### config.mk
export PLATFORM = sky130hd
export DESIGN_NAME = pipeline_ctrl_flat
export DESIGN_NICKNAME = d
export VERILOG_FILES = /design/src/rtl/pipe_ctrl_pkg.sv /design/src/rtl/pipeline_ctrl_if.sv /design/src/rtl/load_use_detect.sv /design/src/rtl/pipeline_ctrl.sv /design/src/flat_wrapper.sv
export SDC_FILE = /design/constraint.sdc
export NUM_CORES = 1
export LEC_CHECK = 0
export CORE_ASPECT_RATIO = 0.6
export CORE_MARGIN = 2
export CORE_UTILIZATION = 29
export DETAILED_ROUTE_END_ITERATION = 7
export PLACE_DENSITY = 0.87
export REMOVE_ABC_BUFFERS = 1
export SLEW_MARGIN = 20
export SYNTH_ARGS = -nofsm -noshare
export SYNTH_HDL_FRONTEND = slang
export SYNTH_SLANG_ARGS = --single-unit
### constraint.sdc
create_clock -name clock -period 3.5 [get_ports clock]
set_clock_uncertainty 0.1 [all_clocks]
set_input_delay 0.7 -clock clock [delete_from_list [all_inputs] [get_ports clock]]
set_output_delay 0.7 -clock clock [all_outputs]
set_load 0.02 [all_outputs]
### src/rtl/pipe_ctrl_pkg.sv
// Shared types and constants for the pipeline hazard/flush controller.
// Imported by the interface, the load-use detector and the controller top.
package pipe_ctrl_pkg;

  localparam int REG_IDX_W   = 5;
  localparam int FLUSH_CNT_W = 3;
  localparam logic [31:0] RESET_PC = 32'h0040_0000;

  typedef enum logic [1:0] {
    RUN      = 2'd0,
    FLUSH    = 2'd1,
    MEM_WAIT = 2'd2
  } pipe_state_t;

  // Every stall/flush strobe the controller drives, as one bundle.
  typedef struct packed {
    logic pc_stall;
    logic if_id_stall;
    logic ex_mem_stall;
    logic if_id_flush;
    logic id_ex_flush;
  } ctrl_out_t;

  localparam ctrl_out_t CTRL_IDLE      = 5'b00000;
  localparam ctrl_out_t CTRL_ALL_STALL = 5'b11100;
  localparam ctrl_out_t CTRL_FLUSH     = 5'b00011;

endpackage

### src/rtl/pipeline_ctrl_if.sv
// Hazard/control bundle between the pipeline datapath (master) and the
// pipeline controller (slave).
interface pipeline_ctrl_if #(
  parameter int CNT_W = 32
);
  import pipe_ctrl_pkg::*;

  logic [REG_IDX_W-1:0] id_rs1;
  logic [REG_IDX_W-1:0] id_rs2;
  logic [REG_IDX_W-1:0] ex_rd;
  logic                 ex_mem_read;
  logic                 branch_taken;
  logic                 imem_ready;
  logic                 dmem_ready;

  logic                 pc_stall;
  logic                 if_id_stall;
  logic                 ex_mem_stall;
  logic                 if_id_flush;
  logic                 id_ex_flush;
  logic [1:0]           state;
  logic [CNT_W-1:0]     stall_cycles;
  logic [CNT_W-1:0]     flush_events;

  modport master (
    output id_rs1, id_rs2, ex_rd, ex_mem_read, branch_taken, imem_ready, dmem_ready,
    input  pc_stall, if_id_stall, ex_mem_stall, if_id_flush, id_ex_flush,
    input  state, stall_cycles, flush_events
  );

  modport slave (
    input  id_rs1, id_rs2, ex_rd, ex_mem_read, branch_taken, imem_ready, dmem_ready,
    output pc_stall, if_id_stall, ex_mem_stall, if_id_flush, id_ex_flush,
    output state, stall_cycles, flush_events
  );

endinterface

### src/rtl/load_use_detect.sv
// Combinational load-use hazard detector: the EX load's destination matches
// either ID source register (x0 never creates a hazard).
module load_use_detect
  import pipe_ctrl_pkg::*;
(
  input  logic                 ex_mem_read,
  input  logic [REG_IDX_W-1:0] ex_rd,
  input  logic [REG_IDX_W-1:0] id_rs1,
  input  logic [REG_IDX_W-1:0] id_rs2,
  output logic                 load_use
);

  logic [REG_IDX_W-1:0] src [2];
  logic [1:0]           hit;

  assign src[0] = id_rs1;
  assign src[1] = id_rs2;

  genvar gi;
  generate
    for (gi = 0; gi < 2; gi++) begin : g_src
      assign hit[gi] = (ex_rd == src[gi]);
    end
  endgenerate

  assign load_use = ex_mem_read && (ex_rd != '0) && (|hit);

endmodule

### src/rtl/pipeline_ctrl.sv
// Pipeline stall/flush controller: RUN / FLUSH / MEM_WAIT FSM.
// Optional performance counters are built only when PIPE_PERF_CNT_EN is defined.
module pipeline_ctrl
  import pipe_ctrl_pkg::*;
#(
  parameter int FLUSH_CYCLES = 1,
  parameter int CNT_W        = 32
) (
  input  logic           clock,
  input  logic           reset,
  pipeline_ctrl_if.slave bus
);

  localparam logic [FLUSH_CNT_W-1:0] FLUSH_LOAD = FLUSH_CNT_W'(FLUSH_CYCLES - 1);

  pipe_state_t            state_reg;
  pipe_state_t            state_next;
  logic [FLUSH_CNT_W-1:0] cnt_reg;
  logic [FLUSH_CNT_W-1:0] cnt_next;
  logic                   load_use;
  ctrl_out_t              ctrl;

  load_use_detect u_load_use_detect (
    .ex_mem_read (bus.ex_mem_read),
    .ex_rd       (bus.ex_rd),
    .id_rs1      (bus.id_rs1),
    .id_rs2      (bus.id_rs2),
    .load_use    (load_use)
  );

  always_ff @(posedge clock) begin
    if (reset) begin
      state_reg <= RUN;
      cnt_reg   <= '0;
    end else begin
      state_reg <= state_next;
      cnt_reg   <= cnt_next;
    end
  end

  always_comb begin
    state_next = state_reg;
    cnt_next   = cnt_reg;
    case (state_reg)
      RUN: begin
        if (!bus.dmem_ready) begin
          state_next = MEM_WAIT;
        end else if (bus.branch_taken && (FLUSH_CYCLES > 1)) begin
          state_next = FLUSH;
          cnt_next   = FLUSH_LOAD;
        end
      end
      FLUSH: begin
        // The branch cycle itself was the first flush, so leave when the
        // decremented count hits zero; a data stall freezes the count.
        if (bus.dmem_ready) begin
          if (cnt_reg <= FLUSH_CNT_W'(1)) begin
            state_next = RUN;
            cnt_next   = '0;
          end else begin
            cnt_next = cnt_reg - FLUSH_CNT_W'(1);
          end
        end
      end
      MEM_WAIT: begin
        if (bus.dmem_ready) begin
          state_next = RUN;
        end
      end
      default: begin
        state_next = RUN;
        cnt_next   = '0;
      end
    endcase
  end

  always_comb begin
    ctrl = CTRL_IDLE;
    if (!reset) begin
      case (state_reg)
        RUN: begin
          if (!bus.dmem_ready) begin
            ctrl = CTRL_ALL_STALL;
          end else if (bus.branch_taken) begin
            ctrl = CTRL_FLUSH;
          end else if (load_use) begin
            ctrl.pc_stall    = 1'b1;
            ctrl.if_id_stall = 1'b1;
            ctrl.id_ex_flush = 1'b1;
          end else if (!bus.imem_ready) begin
            ctrl.pc_stall    = 1'b1;
            ctrl.if_id_flush = 1'b1;
          end
        end
        FLUSH:    ctrl = bus.dmem_ready ? CTRL_FLUSH : CTRL_ALL_STALL;
        MEM_WAIT: ctrl = bus.dmem_ready ? CTRL_IDLE : CTRL_ALL_STALL;
        default:  ctrl = CTRL_IDLE;
      endcase
    end
  end

  assign bus.pc_stall     = ctrl.pc_stall;
  assign bus.if_id_stall  = ctrl.if_id_stall;
  assign bus.ex_mem_stall = ctrl.ex_mem_stall;
  assign bus.if_id_flush  = ctrl.if_id_flush;
  assign bus.id_ex_flush  = ctrl.id_ex_flush;
  assign bus.state        = state_reg;

`ifdef PIPE_PERF_CNT_EN
  logic [CNT_W-1:0] stall_cycles_reg;
  logic [CNT_W-1:0] flush_events_reg;
  logic             flush_entry;

  // A branch accepted in RUN counts once, whether or not FLUSH is entered.
  assign flush_entry = (state_reg == RUN) && bus.dmem_ready && bus.branch_taken;

  always_ff @(posedge clock) begin
    if (reset) begin
      stall_cycles_reg <= '0;
      flush_events_reg <= '0;
    end else begin
      if (ctrl.pc_stall && (stall_cycles_reg != {CNT_W{1'b1}})) begin
        stall_cycles_reg <= stall_cycles_reg + CNT_W'(1);
      end
      if (flush_entry && (flush_events_reg != {CNT_W{1'b1}})) begin
        flush_events_reg <= flush_events_reg + CNT_W'(1);
      end
    end
  end

  assign bus.stall_cycles = stall_cycles_reg;
  assign bus.flush_events = flush_events_reg;
`else
  assign bus.stall_cycles = {CNT_W{1'b0}};
  assign bus.flush_events = {CNT_W{1'b0}};
`endif

endmodule

### src/flat_wrapper.sv
// flat-port wrapper written by rule: the top's interface ports become plain ports
module pipeline_ctrl_flat import pipe_ctrl_pkg::*;
#(
  parameter int FLUSH_CYCLES = 1,
  parameter int CNT_W        = 32
)
  (clock, reset, bus_id_rs1, bus_id_rs2, bus_ex_rd, bus_ex_mem_read, bus_branch_taken, bus_imem_ready, bus_dmem_ready, bus_pc_stall, bus_if_id_stall, bus_ex_mem_stall, bus_if_id_flush, bus_id_ex_flush, bus_state, bus_stall_cycles, bus_flush_events);
  pipeline_ctrl_if #(.CNT_W(CNT_W)) bus_i ();
  input  logic clock;
  input  logic reset;
  input wire logic [$bits(bus_i.id_rs1)-1:0] bus_id_rs1;
  input wire logic [$bits(bus_i.id_rs2)-1:0] bus_id_rs2;
  input wire logic [$bits(bus_i.ex_rd)-1:0] bus_ex_rd;
  input wire logic [$bits(bus_i.ex_mem_read)-1:0] bus_ex_mem_read;
  input wire logic [$bits(bus_i.branch_taken)-1:0] bus_branch_taken;
  input wire logic [$bits(bus_i.imem_ready)-1:0] bus_imem_ready;
  input wire logic [$bits(bus_i.dmem_ready)-1:0] bus_dmem_ready;
  output wire logic [$bits(bus_i.pc_stall)-1:0] bus_pc_stall;
  output wire logic [$bits(bus_i.if_id_stall)-1:0] bus_if_id_stall;
  output wire logic [$bits(bus_i.ex_mem_stall)-1:0] bus_ex_mem_stall;
  output wire logic [$bits(bus_i.if_id_flush)-1:0] bus_if_id_flush;
  output wire logic [$bits(bus_i.id_ex_flush)-1:0] bus_id_ex_flush;
  output wire logic [$bits(bus_i.state)-1:0] bus_state;
  output wire logic [$bits(bus_i.stall_cycles)-1:0] bus_stall_cycles;
  output wire logic [$bits(bus_i.flush_events)-1:0] bus_flush_events;
  assign bus_i.id_rs1 = bus_id_rs1;
  assign bus_i.id_rs2 = bus_id_rs2;
  assign bus_i.ex_rd = bus_ex_rd;
  assign bus_i.ex_mem_read = bus_ex_mem_read;
  assign bus_i.branch_taken = bus_branch_taken;
  assign bus_i.imem_ready = bus_imem_ready;
  assign bus_i.dmem_ready = bus_dmem_ready;
  assign bus_pc_stall = bus_i.pc_stall;
  assign bus_if_id_stall = bus_i.if_id_stall;
  assign bus_ex_mem_stall = bus_i.ex_mem_stall;
  assign bus_if_id_flush = bus_i.if_id_flush;
  assign bus_id_ex_flush = bus_i.id_ex_flush;
  assign bus_state = bus_i.state;
  assign bus_stall_cycles = bus_i.stall_cycles;
  assign bus_flush_events = bus_i.flush_events;
  pipeline_ctrl #(.FLUSH_CYCLES(FLUSH_CYCLES), .CNT_W(CNT_W)) u_core (.clock(clock), .reset(reset), .bus(bus_i));
endmodule
* Yosys cells after proc, flatten, opt, wreduce, memory -nomap -nowiden *
Cells that the tools add are included.

cells by class
  eq/ne operators = 8
  add/subtract/negate cells = 1
  reductions and logical operators = 8
  bitwise logic cells = 1
  magnitude comparators = 1
  muxes and demuxes = 19

operators by type and width
  operator             count
  $mux 5               4
  $pmux 5 s3           1
  $mux 2               6
  $eq 5x5->1           2
  $mux 3               2
  $ne 2x2->1 const B   3
  $pmux 2 s3           1
  $pmux 3 s2           1
  $reduce_bool 5->1    1
  $mux 1               4
  $reduce_and 4->1     1
  $reduce_or 2->1      2
  $le 3x1->1 const B   1
  $sub 3x1->3 const B  1
  $eq 2x1->1 const B   1
  $eq 2x2->1 const B   1
  $logic_and 1x1->1    2
  $logic_not 2->1      1
  $ne 2x1->1 const B   1
  $reduce_and 2->1     1
  $not 1->1            1

word-level totals
  bits in registers = 5
  input port bits = 21
  word-level logic and storage cells = 40
  output and inout port bits = 71

* Logic depth before layout (Yosys ltp) *
Gate-level depths: netlist of the first run.

  word-level depth = 8
  depth in mapped cells = 4
  gate-level depth less buffers = 4

* By module *
From an unflattened synthesis of the first run, not the netlist that was laid out.

unflattened totals
  cells, all modules = 102
  area, all modules = 744.5 sq um

modules (own cells, without submodules)
  module           instances  sequential area each (sq um)  cells an instance  area each (sq um)
  pipeline_ctrl    1          20.0                          85                 619.3
  load_use_detect  1          0.0                           17                 125.1

* Worst setup path after synthesis of the first run *
No wires, ideal clock.

  kind = in2out
  start point = input bus_ex_rd[3]
  end point = output bus_id_ex_flush
  required time = 2.700 ns
  stages = 4
  buffers on the path = 0
  data arrival time = 1.774 ns
  setup slack = 0.926 ns
  cell sequence = xor2_1 > nor3_1 > a22oi_1 > o31ai_1

on the way
  longest elaborated chain between the ends = 8
  elaborated cells between the ends (all ways) = 11

RTL lines
  item                                                         RTL line                                      text
  from (decl)                                                  flat_wrapper.sv:13                            input wire logic [$bits(bus_i.ex_rd)-1:0] bus_ex_rd;
  $eq 5x5->1 / $reduce_bool 5->1 (equally long branches)       load_use_detect.sv:22, load_use_detect.sv:26
  $reduce_or 2->1 / $logic_and 1x1->1 (equally long branches)  load_use_detect.sv:26                         assign load_use = ex_mem_read && (ex_rd != '0) && (|hit);
  $logic_and 1x1->1 *                                          load_use_detect.sv:26
  $mux 1 *                                                     pipeline_ctrl.sv:86                           end else if (load_use) begin
  $mux 2 *                                                     pipeline_ctrl.sv:84                           end else if (bus.branch_taken) begin
  $mux 5 *                                                     pipeline_ctrl.sv:82                           if (!bus.dmem_ready) begin
  $pmux 5 s3 *                                                 pipeline_ctrl.sv:80                           case (state_reg)
  $mux 5 *                                                     pipeline_ctrl.sv:79                           if (!reset) begin
  to (decl)                                                    flat_wrapper.sv:22                            output wire logic [$bits(bus_i.id_ex_flush)-1:0] bus_id_ex_flush;

Mark *: on every way between the ends. The rest lies on a longest branch, timed or not.

* Final worst setup path of the first run *
  start point = input bus_ex_rd[2]
  end point = output bus_pc_stall

on the way
  longest elaborated chain between the ends = 8
  elaborated cells between the ends (all ways) = 11

RTL lines
  item                                                         RTL line                                      text
  $eq 5x5->1 / $reduce_bool 5->1 (equally long branches)       load_use_detect.sv:22, load_use_detect.sv:26
  $reduce_or 2->1 / $logic_and 1x1->1 (equally long branches)  load_use_detect.sv:26
  $logic_and 1x1->1 *                                          load_use_detect.sv:26
  $mux 1 *                                                     pipeline_ctrl.sv:86
  $mux 2 *                                                     pipeline_ctrl.sv:84
  $mux 5 *                                                     pipeline_ctrl.sv:82
  $pmux 5 s3 *                                                 pipeline_ctrl.sv:80
  $mux 5 *                                                     pipeline_ctrl.sv:79
  to (decl)                                                    flat_wrapper.sv:18                            output wire logic [$bits(bus_i.pc_stall)-1:0] bus_pc_stall;

Marks and branches as above.

==> results of run 1 <==
==> power by group through the flow <==
stage	registers, µW	clock network, µW	logic (µW)
after CTS	24.3	0	169
after floorplan	28.9	0	106
after global routing	26.0	0	182
after global placement	24.0	0	167
after detailed placement	24.3	0	170
final	24.4	0	168
==> layout make-up <==
| class | instances | share of cell area, % |
|---|---|---|
| inverter | 3 | 1.34 |
| multi-input combinational | 97 | 58.5 |
| sequential | 1 | 2.38 |
| tap | 32 | 4.75 |
| timing repair buffer | 28 | 33.0 |
==> worst max-delay path, cell delays in order <==
cell and delay [ns]:
clkdlybuf4s50_1 0.46, or4_1 0.57, o21ai_2 0.20, or4_4 0.16, o221ai_2 0.08, dlygate4sd2_1 0.32
==> kinds of logic (layout without fill, tap and decap cells) <==
| logic type | Yosys count | after routing |
|---|---|---|
| buffers and inverters | 68 | 31 |
| and+or+nand+nor | 12 | 12 |
| xor gates and xnor gates | 11 | 11 |
| AOI/OAI and AO/OA | 7 | 7 |
| adders and majority gates | 2 | 2 |
| other | 1 | 65 |
| DFF | 1 | 1 |
==> stage by stage <==
stage	util [%]	setup slack [ns]	cells	cell area (µm²)
CTS	33.2	0.00462	161	837
detailed placement	33.3	-0.0323	161	840
global route	33.4	0.112	161	842
global placement	33.3	-0.0469	161	840
finish	33.4	0.203	161	842
floorplan	-	0.926	101	524
==> worst max-delay path by stage <==
stage / from / to / slack, ns / cells past startpoint
5_1_grt: bus_ex_rd[2] / bus_pc_stall / 0.11 / 6
4_1_cts: bus_ex_rd[2] / bus_if_id_flush / 0.005 / 5
6_report: bus_ex_rd[2] / bus_pc_stall / 0.20 / 6
3_3_place_gp: bus_ex_rd[2] / bus_pc_stall / -0.05 / 6
2_1_floorplan: bus_ex_rd[3] / bus_id_ex_flush / 0.93 / 4
3_5_place_dp: bus_ex_rd[2] / bus_pc_stall / -0.03 / 6
==> placed cells by master (no fill, tap or decap) <==
cell / instances
buf_4: 2
o22ai_1: 1
nor3_1: 2
a21oi_1: 1
or4_4: 1
nor2_1: 5
ha_1: 2
conb_1: 65
dlymetal6s2s_1: 2
o31ai_1: 1
or2_0: 1
dlygate4sd2_1: 2
clkdlybuf4s50_1: 22
or4_1: 2
dfxtp_1: 1
a22oi_1: 1
o21ai_2: 1
or3_1: 1
xor2_1: 11
inv_1: 3
o221ai_2: 1
o31a_2: 1
==> per-layer routing <==
layer  wire (µm)  vias to the layer above  track usage (%)
li1            -                      250                -
met1         427                      222             7.97
met2         721                       21             14.3
met3          70                        0            0.233
met4           0                        0                0
met5           0                        -                0
==> run summary, run 1 <==
min cycle time layout: 3.30 ns
DR pass1 iterations: 2
starting DRC count in detailed routing: 9
outcome: completed
Setup crit end kind: primary output
first-pass GRT wire length: 1.76 mm
area delta synth->final: 9.08%
Antenna Nets Post-Route: 0
total wire length: 1.22 mm
Crit Path Class: in -> out
sequential share of power: 12.7%
CP Max Fanout: 3
worst hold endpoint: u_core.bus.state[1]
Multi-input gate area: 493 µm²
yosys warns: 0
worst hold slack: 0.534 ns
PwrDens: 229 nW/µm²
reg-to-reg critical path endpoint: u_core.bus.state[1]
mux cell area share after synthesis: 0%
ys flop type: dfxtp_1
max reg flops: 1
largest family of logic cells by synthesized area: buffers and inverters
FMAX: 303 MHz
NetSw: 117 µW
Worst R2R Setup Slack: 2.29 ns
max-cap violation count: 0
gr usage total: 6.70%
antenna violations before repair: 0
cell row count: 14
average wire per standard cell: 7.57 µm
xor/xnor cell area share of the yosys netlist: 12.5%
core area: 2520 µm²
FF+latch count, synth: 1
R2R depth: 4
Reg area: 20.0 µm²
RSZ-0062 raised after global routing: no
startpoint types: input port
Commonest cells post-synth: 65 x buf_4, 11 x xor2_1, 5 x nor2_1
Final Cycle Share: 94.2%
DR DRC count: 0
DIE WIDTH: 70.6 µm
Worst R2R Start: u_core.bus.state[1]
# IOs: 92
hold crit path type: reg -> reg
Worst-Skew Late Latency: 0 ns
Comb pwr share: 87.3%
total power: 193 µW
static leakage: 0.000476 µW
port bufs: 26
Peak VDD IR: 46.7 µV
top-area cell type share of the netlist area: 63.2%
Area contributors post-synth: buf_4 63%, xor2_1 12%, ha_1 3.2%
area leader, netlist: buf_4
post-synth cell types: 19
post-DR vias/cell: 3.06
most frequent cell after synthesis: buf_4
hold_buf cts: 0
Power Internal: 75.5 µW
HP Start: u_core.bus.state[1]
cell area after synthesis: 772 µm²
Post-synth ARST share: 0%
count of final setup violators: 0
Die Span Y: 44.0 µm
largest net degree at the start of global routing: 8
Hold Crit Depth: 2
# resized after CTS: 2
Worst Path Arrival: 2.50 ns
Simple-Gate Fraction of Synth Area: 8.75%
EDFF count, synth: 0
post-synthesis sequential area ratio: 2.59%
Critical Path RT: 2.70 ns
Worst-path clk slew: 0 ns
Die ar.: 3100 µm²
Slew Limit Fails: 0
clock power share: 0%
Filler Cell Count: 307
sw frac: 60.8%
Synth Area in Adders: 3.24%
share of cells above drive strength 1: 4.65%
Initial Util: 30.6%
RePlAce Congestion: 0.721
Mean Syn Cell Area: 7.57 µm²
vias in the first global route: 390
total global routing overflow: 0
vias: 493
final hold vios: 0
total negative slack: 0 ns
Post-CTS Setup Bufs: 0
detailed placer's ending HPWL: 1.18 mm
number of antenna diodes: 0
nets@finish: 154
Syn Inst Count: 102
Compound-Gate Fraction of Synth Area: 7.78%
No activity file was read; power rests on OpenSTA's default activity.
==> run 2: changes to the inputs <==
Settings changed: CORE_UTILIZATION 29 to 24, PLACE_DENSITY 0.87 to 0.77.
Clock period 3.5 ns to 2.87 ns, I/O delays scaled along.
==> run 2 against run 1 <==
- critical path depth is the same
- register-to-register slack worse by 0.62 ns
- setup slack worse by 0.10 ns
- combinational power rose by 26%
- via count up 2.4%
- global-route usage shrank 0.42 points
- final cell count up 9.3%
- largest cell class unchanged
- sequential share of layout area shrank 0.11 points
==> run summary, run 2 (same netlist as run 1, synthesis figures left out) <==
Worst Path Arrival: 2.09 ns
DR pass1 iterations: 4
Peak VDD IR: 99.5 µV
gr usage total: 6.28%
min cycle time layout: 2.77 ns
max reg flops: 1
Critical Path RT: 2.20 ns
Antenna Nets Post-Route: 0
average wire per standard cell: 8.28 µm
post-DR vias/cell: 2.87
total wire length: 1.46 mm
hold crit path type: reg -> reg
outcome: completed
Crit Path Class: in -> out
FMAX: 361 MHz
Placed Instances: 175
most common cell after layout, fill and taps aside: conb_1
RSZ-0062 raised after global routing: no
Slew Limit Fails: 0
commonest non-fill, non-tap cells in the layout: 65 x conb_1, 19 x clkdlybuf4s50_1, 11 x xor2_1
Slowest-stage cell, CP: clkdlybuf4s50_1
cell row count: 15
number of antenna diodes: 0
Worst-Skew Late Latency: 0 ns
Worst-path clk slew: 0 ns
count of final setup violators: 0
hold_buf cts: 0
share of cells above drive strength 1: 12.7%
R2R depth: 4
antenna violations before repair: 0
final std cells w/o fill: 176
total negative slack: 0 ns
max-cap violation count: 0
total global routing overflow: 0
port bufs: 26
worst hold slack: 0.527 ns
PwrDens: 273 nW/µm²
detailed placer's ending HPWL: 1.35 mm
Initial Util: 26.0%
final hold vios: 0
Die Span Y: 47.9 µm
Final Cycle Share: 96.5%
area delta synth->final: 14.4%
Multi-input gate area: 503 µm²
Die ar.: 3700 µm²
CP Max Fanout: 3
crit-path max cell delay: 0.54 ns
vias: 505
first-pass GRT wire length: 1.84 mm
starting DRC count in detailed routing: 11
RePlAce Congestion: 0.756
nets@finish: 159
DIE WIDTH: 77.2 µm
Hold Crit Depth: 2
DR DRC count: 0
vias in the first global route: 372
startpoint types: input port
critical-path cell list: clkdlybuf4s50_1 -> or4_1 -> o21ai_2 -> or4_4 -> o221ai_2 -> buf_2
Reg area: 20.0 µm²
static leakage: 0.000488 µW
Setup crit end kind: primary output
core area: 2970 µm²
Filler Cell Count: 340
# IOs: 92
largest net degree at the start of global routing: 8
-- run 2: critical path: cells and delay by family --
| family | cells | cell delay [ns] |
|---|---|---|
| AOI/OAI and AO/OA | 2 | 0.21 |
| and+or+nand+nor | 2 | 0.57 |
| buffers and inverters | 2 | 0.73 |
-- run 2: layout make-up --
| cell class | instances | area share [%] |
|---|---|---|
| inverter | 3 | 1.27 |
| timing repair buffer | 33 | 33.6 |
| tap | 42 | 5.95 |
| sequential | 1 | 2.27 |
| multi-input combinational | 97 | 56.9 |
-- run 2: worst paths after layout --
path	startpoint	endpoint	slack, ns
worst max-delay path	bus_ex_rd[1]	bus_pc_stall	0.10
worst min-delay path	u_core.bus.state[1]	u_core.bus.state[1]	0.53
worst max register to register	u_core.bus.state[1]	u_core.bus.state[1]	1.67
worst min register to register	u_core.bus.state[1]	u_core.bus.state[1]	0.53
-- run 2: per-layer routing --
layer  up-vias  share of wire [%]  track usage (%)
met2        13                 54             11.5
li1        260                  -                -
met4         0                  0                0
met3         0                2.4                0
met1       232                 43             9.13
met5         -                  0                0
-- run 2: timing repair --
item | 4_1_cts | 5_1_grt
setup endpoints to repair | 4 | 3
gates resized for setup | 19 | 3
pin swaps | 1 | 1
endpoints found under the hold margin | 0 | 0
setup buffers | 1 | 0
gates cloned | 0 | 0
-- run 2: per-stage QoR --
step / utilization, % / area, µm² / setup WS, ns / total power, µW
2_1_floorplan: - / 524 / 0.548 / 165
3_3_place_gp: 29.7 / 882 / -0.362 / 240
3_5_place_dp: 29.7 / 882 / -0.397 / 242
4_1_cts: 29.5 / 873 / 0.00459 / 239
5_1_grt: 29.8 / 883 / 0.00504 / 262
6_report: 29.8 / 883 / 0.101 / 241
-- run 2: where the power goes --
part           switching, µW  total [µW]  internal (µW)  leakage, µW
combinational            137         211           73.3     0.000479
sequential              10.3        30.4           20.1   0.00000834
clock                      0           0              0            0
total                    148         241           93.4     0.000488
==> run 3: changes to the inputs <==
--- a/config.mk
+++ b/config.mk
@@ -7,5 +7,6 @@
 export LEC_CHECK = 0
+export ABC_AREA = 1
 export CORE_ASPECT_RATIO = 0.6
 export CORE_MARGIN = 2
-export CORE_UTILIZATION = 24
+export CORE_UTILIZATION = 25
 export DETAILED_ROUTE_END_ITERATION = 7
@@ -13,3 +14,2 @@
 export REMOVE_ABC_BUFFERS = 1
-export SLEW_MARGIN = 20
 export SYNTH_ARGS = -nofsm -noshare
--- a/constraint.sdc
+++ b/constraint.sdc
@@ -4,2 +4,2 @@
 set_output_delay 0.574 -clock clock [all_outputs]
-set_load 0.02 [all_outputs]
+set_load 0.05 [all_outputs]
==> run 3 against run 2 <==
- die area rose by 2.5%
- synthesized area up 7.0%
- synthesized cell count increased by 35%
- flip-flop and latch count is the same
- first-iteration DRC count down 27%
- global-route usage decreased by 0.27 points
- combinational power grew 76%
- utilization is 0.18 points lower
- routed wire length decreased by 8.0%
- critical path type unchanged
- highest routed layer unchanged
==> run summary, run 3 <==
outcome: completed
RePlAce Congestion: 0.703
post-synthesis sequential area ratio: 2.42%
post-route cell area: 948 µm²
critical-path cell list: clkdlybuf4s50_1 -> nor2_1 -> nor2_1 -> nor2_1 -> nand3_1 -> nand2_1 -> nand2_1 -> nand2_1 -> a21oi_1 -> buf_12
most frequent cell after synthesis: buf_4
Initial Util: 25.8%
vias in the first global route: 486
FF+latch count, synth: 1
# IOs: 92
DR DRC count: 0
post-synth cell types: 15
Power Internal: 106 µW
port bufs: 26
Place WS: 0.142 ns
area leader, netlist: buf_4
Placement Cell Area: 945 µm²
count of final setup violators: 0
RSZ-0062 raised after global routing: no
PwrDens: 422 nW/µm²
total negative slack: 0 ns
DIE WIDTH: 78.2 µm
crit-path max cell delay: 0.54 ns
yosys warns: 0
Syn Inst Count: 138
Commonest cells post-synth: 65 x buf_4, 27 x nand2_1, 17 x inv_1
Slew Limit Fails: 0
antenna violations before repair: 0
DR pass1 iterations: 4
Post-CTS Setup Bufs: 0
cell area after synthesis: 826 µm²
total power: 401 µW
Mean Syn Cell Area: 5.98 µm²
worst hold slack: 0.513 ns
Post-synth ARST share: 0%
final hold vios: 0
Die Span Y: 48.5 µm
min cycle time layout: 2.70 ns
critical path's top delay family: buffers and inverters
WP buf/inv: 2
Critical Path RT: 2.20 ns
Worst Path Arrival: 2.02 ns
worst slew pin tran: 0.514 ns
vias: 616
share of cells above drive strength 1: 5.52%
static leakage: 0.000586 µW
Crit Path Class: in -> out
setup ws final: 0.172 ns
Max-slew headroom: 65.6%
first-pass GRT wire length: 1.98 mm
FMAX: 371 MHz
post-DR vias/cell: 2.96
average wire per standard cell: 6.45 µm
Antenna Nets Post-Route: 0
hold crit path type: reg -> reg
cell row count: 16
Worst-Skew Late Latency: 0 ns
commonest non-fill, non-tap cells in the layout: 65 x conb_1, 27 x nand2_1, 21 x clkdlybuf4s50_1
core area: 3200 µm²
sw frac: 73.5%
total wire length: 1.34 mm
most common cell after layout, fill and taps aside: conb_1
top-area cell type share of the netlist area: 59.1%
total global routing overflow: 0
nets@finish: 188
Setup crit end kind: primary output
Slowest-stage cell, CP: clkdlybuf4s50_1
starting DRC count in detailed routing: 8
NetSw: 294 µW
Die ar.: 3790 µm²
Area contributors post-synth: buf_4 59%, nand2_1 12%, inv_1 7.7%
Comb pwr share: 92.7%
detailed placer's ending HPWL: 1.27 mm
Peak VDD IR: 181 µV
area delta synth->final: 14.8%
gr usage total: 6.01%
CP Max Fanout: 4
Final Cycle Share: 94.0%
largest net degree at the start of global routing: 6
Worst-path clk slew: 0 ns
startpoint types: input port
ys flop type: dfxtp_1
sequential share of power: 7.3%
EDFF count, synth: 0
max reg flops: 1
number of antenna diodes: 0
max-cap violation count: 0
clock power share: 0%
## run 3: cell count changes after synthesis, sizes merged, moves of 2 or more
cell and delta:
xor2 -10, nor2 +5, inv +16, xnor2 +2, or4 -3, nor3 -2
nand2 +28, nand3 +5
## run 3: area by class of cell
cell class | instances | area, µm²
multi-input cells | 117 | 490
inverters | 19 | 71.3
fillers | 359 | 2250
flip-flops and latches | 1 | 20.0
well taps | 45 | 56.3
repair buffers | 26 | 310
## run 3: worst paths after layout
| check | from | endpoint | slack (ns) | cells after the start |
|---|---|---|---|---|
| worst max register to register | u_core.bus.state[1] | u_core.bus.state[1] | 1.66 | 4 |
| worst min register to register | u_core.bus.state[1] | u_core.bus.state[1] | 0.51 | 2 |
| worst min-delay path | u_core.bus.state[1] | u_core.bus.state[1] | 0.51 | 2 |
| worst max-delay path | bus_ex_rd[0] | bus_if_id_flush | 0.17 | 10 |
## run 3: cell families (layout without fill, tap and decap cells)
logic type | count (synthesis) | count (layout) | share of synthesized area [%]
AO/OA/AOI/OAI | 3 | 3 | 1.82
buffers and inverters | 84 | 45 | 67.7
AND/OR/NAND/NOR | 44 | 44 | 21.4
other | 1 | 65 | 0.454
XOR/XNOR | 3 | 3 | 3.18
flip-flops | 1 | 1 | 2.42
adder cells (fa/ha/maj) | 2 | 2 | 3.03
## run 3: per-layer routing
metal | share of wire (%) | global-route usage, % | vias to the layer above | wire, µm
li1 | - | - | 327 | -
met1 | 42 | 7.78 | 271 | 561
met2 | 53 | 11.4 | 18 | 708
met3 | 5.4 | 0.560 | 0 | 72
met4 | 0 | 0.292 | 0 | 0
met5 | 0 | 0 | - | 0
## run 3: worst register-to-register path, stage by stage, from the launching register on
cell and delay (ns):
dfxtp_1 0.40, inv_1 0.09, ha_1 0.31, xor2_1 0.13
nor2_1 0.05
## run 3: stage by stage
step                      utilization [%]  std cells
after floorplan                         -        137
after global placement               29.5        208
after detailed placement             29.5        208
after CTS                            29.5        208
after global routing                 29.6        208
final                                29.6        208
## run 3: what timing repair did
item / CTS / global route
gates resized for setup: 0 / 2
setup endpoints to repair: 0 / 2
hold buffers: 0 / 0
## run 3: power groups by stage
stage	registers, µW	clock network [µW]	logic, µW
6_report	29.2	0	371
3_3_place_gp	28.9	0	366
3_5_place_dp	29.1	0	369
5_1_grt	30.4	0	390
2_1_floorplan	46.5	0	261
4_1_cts	28.8	0	370
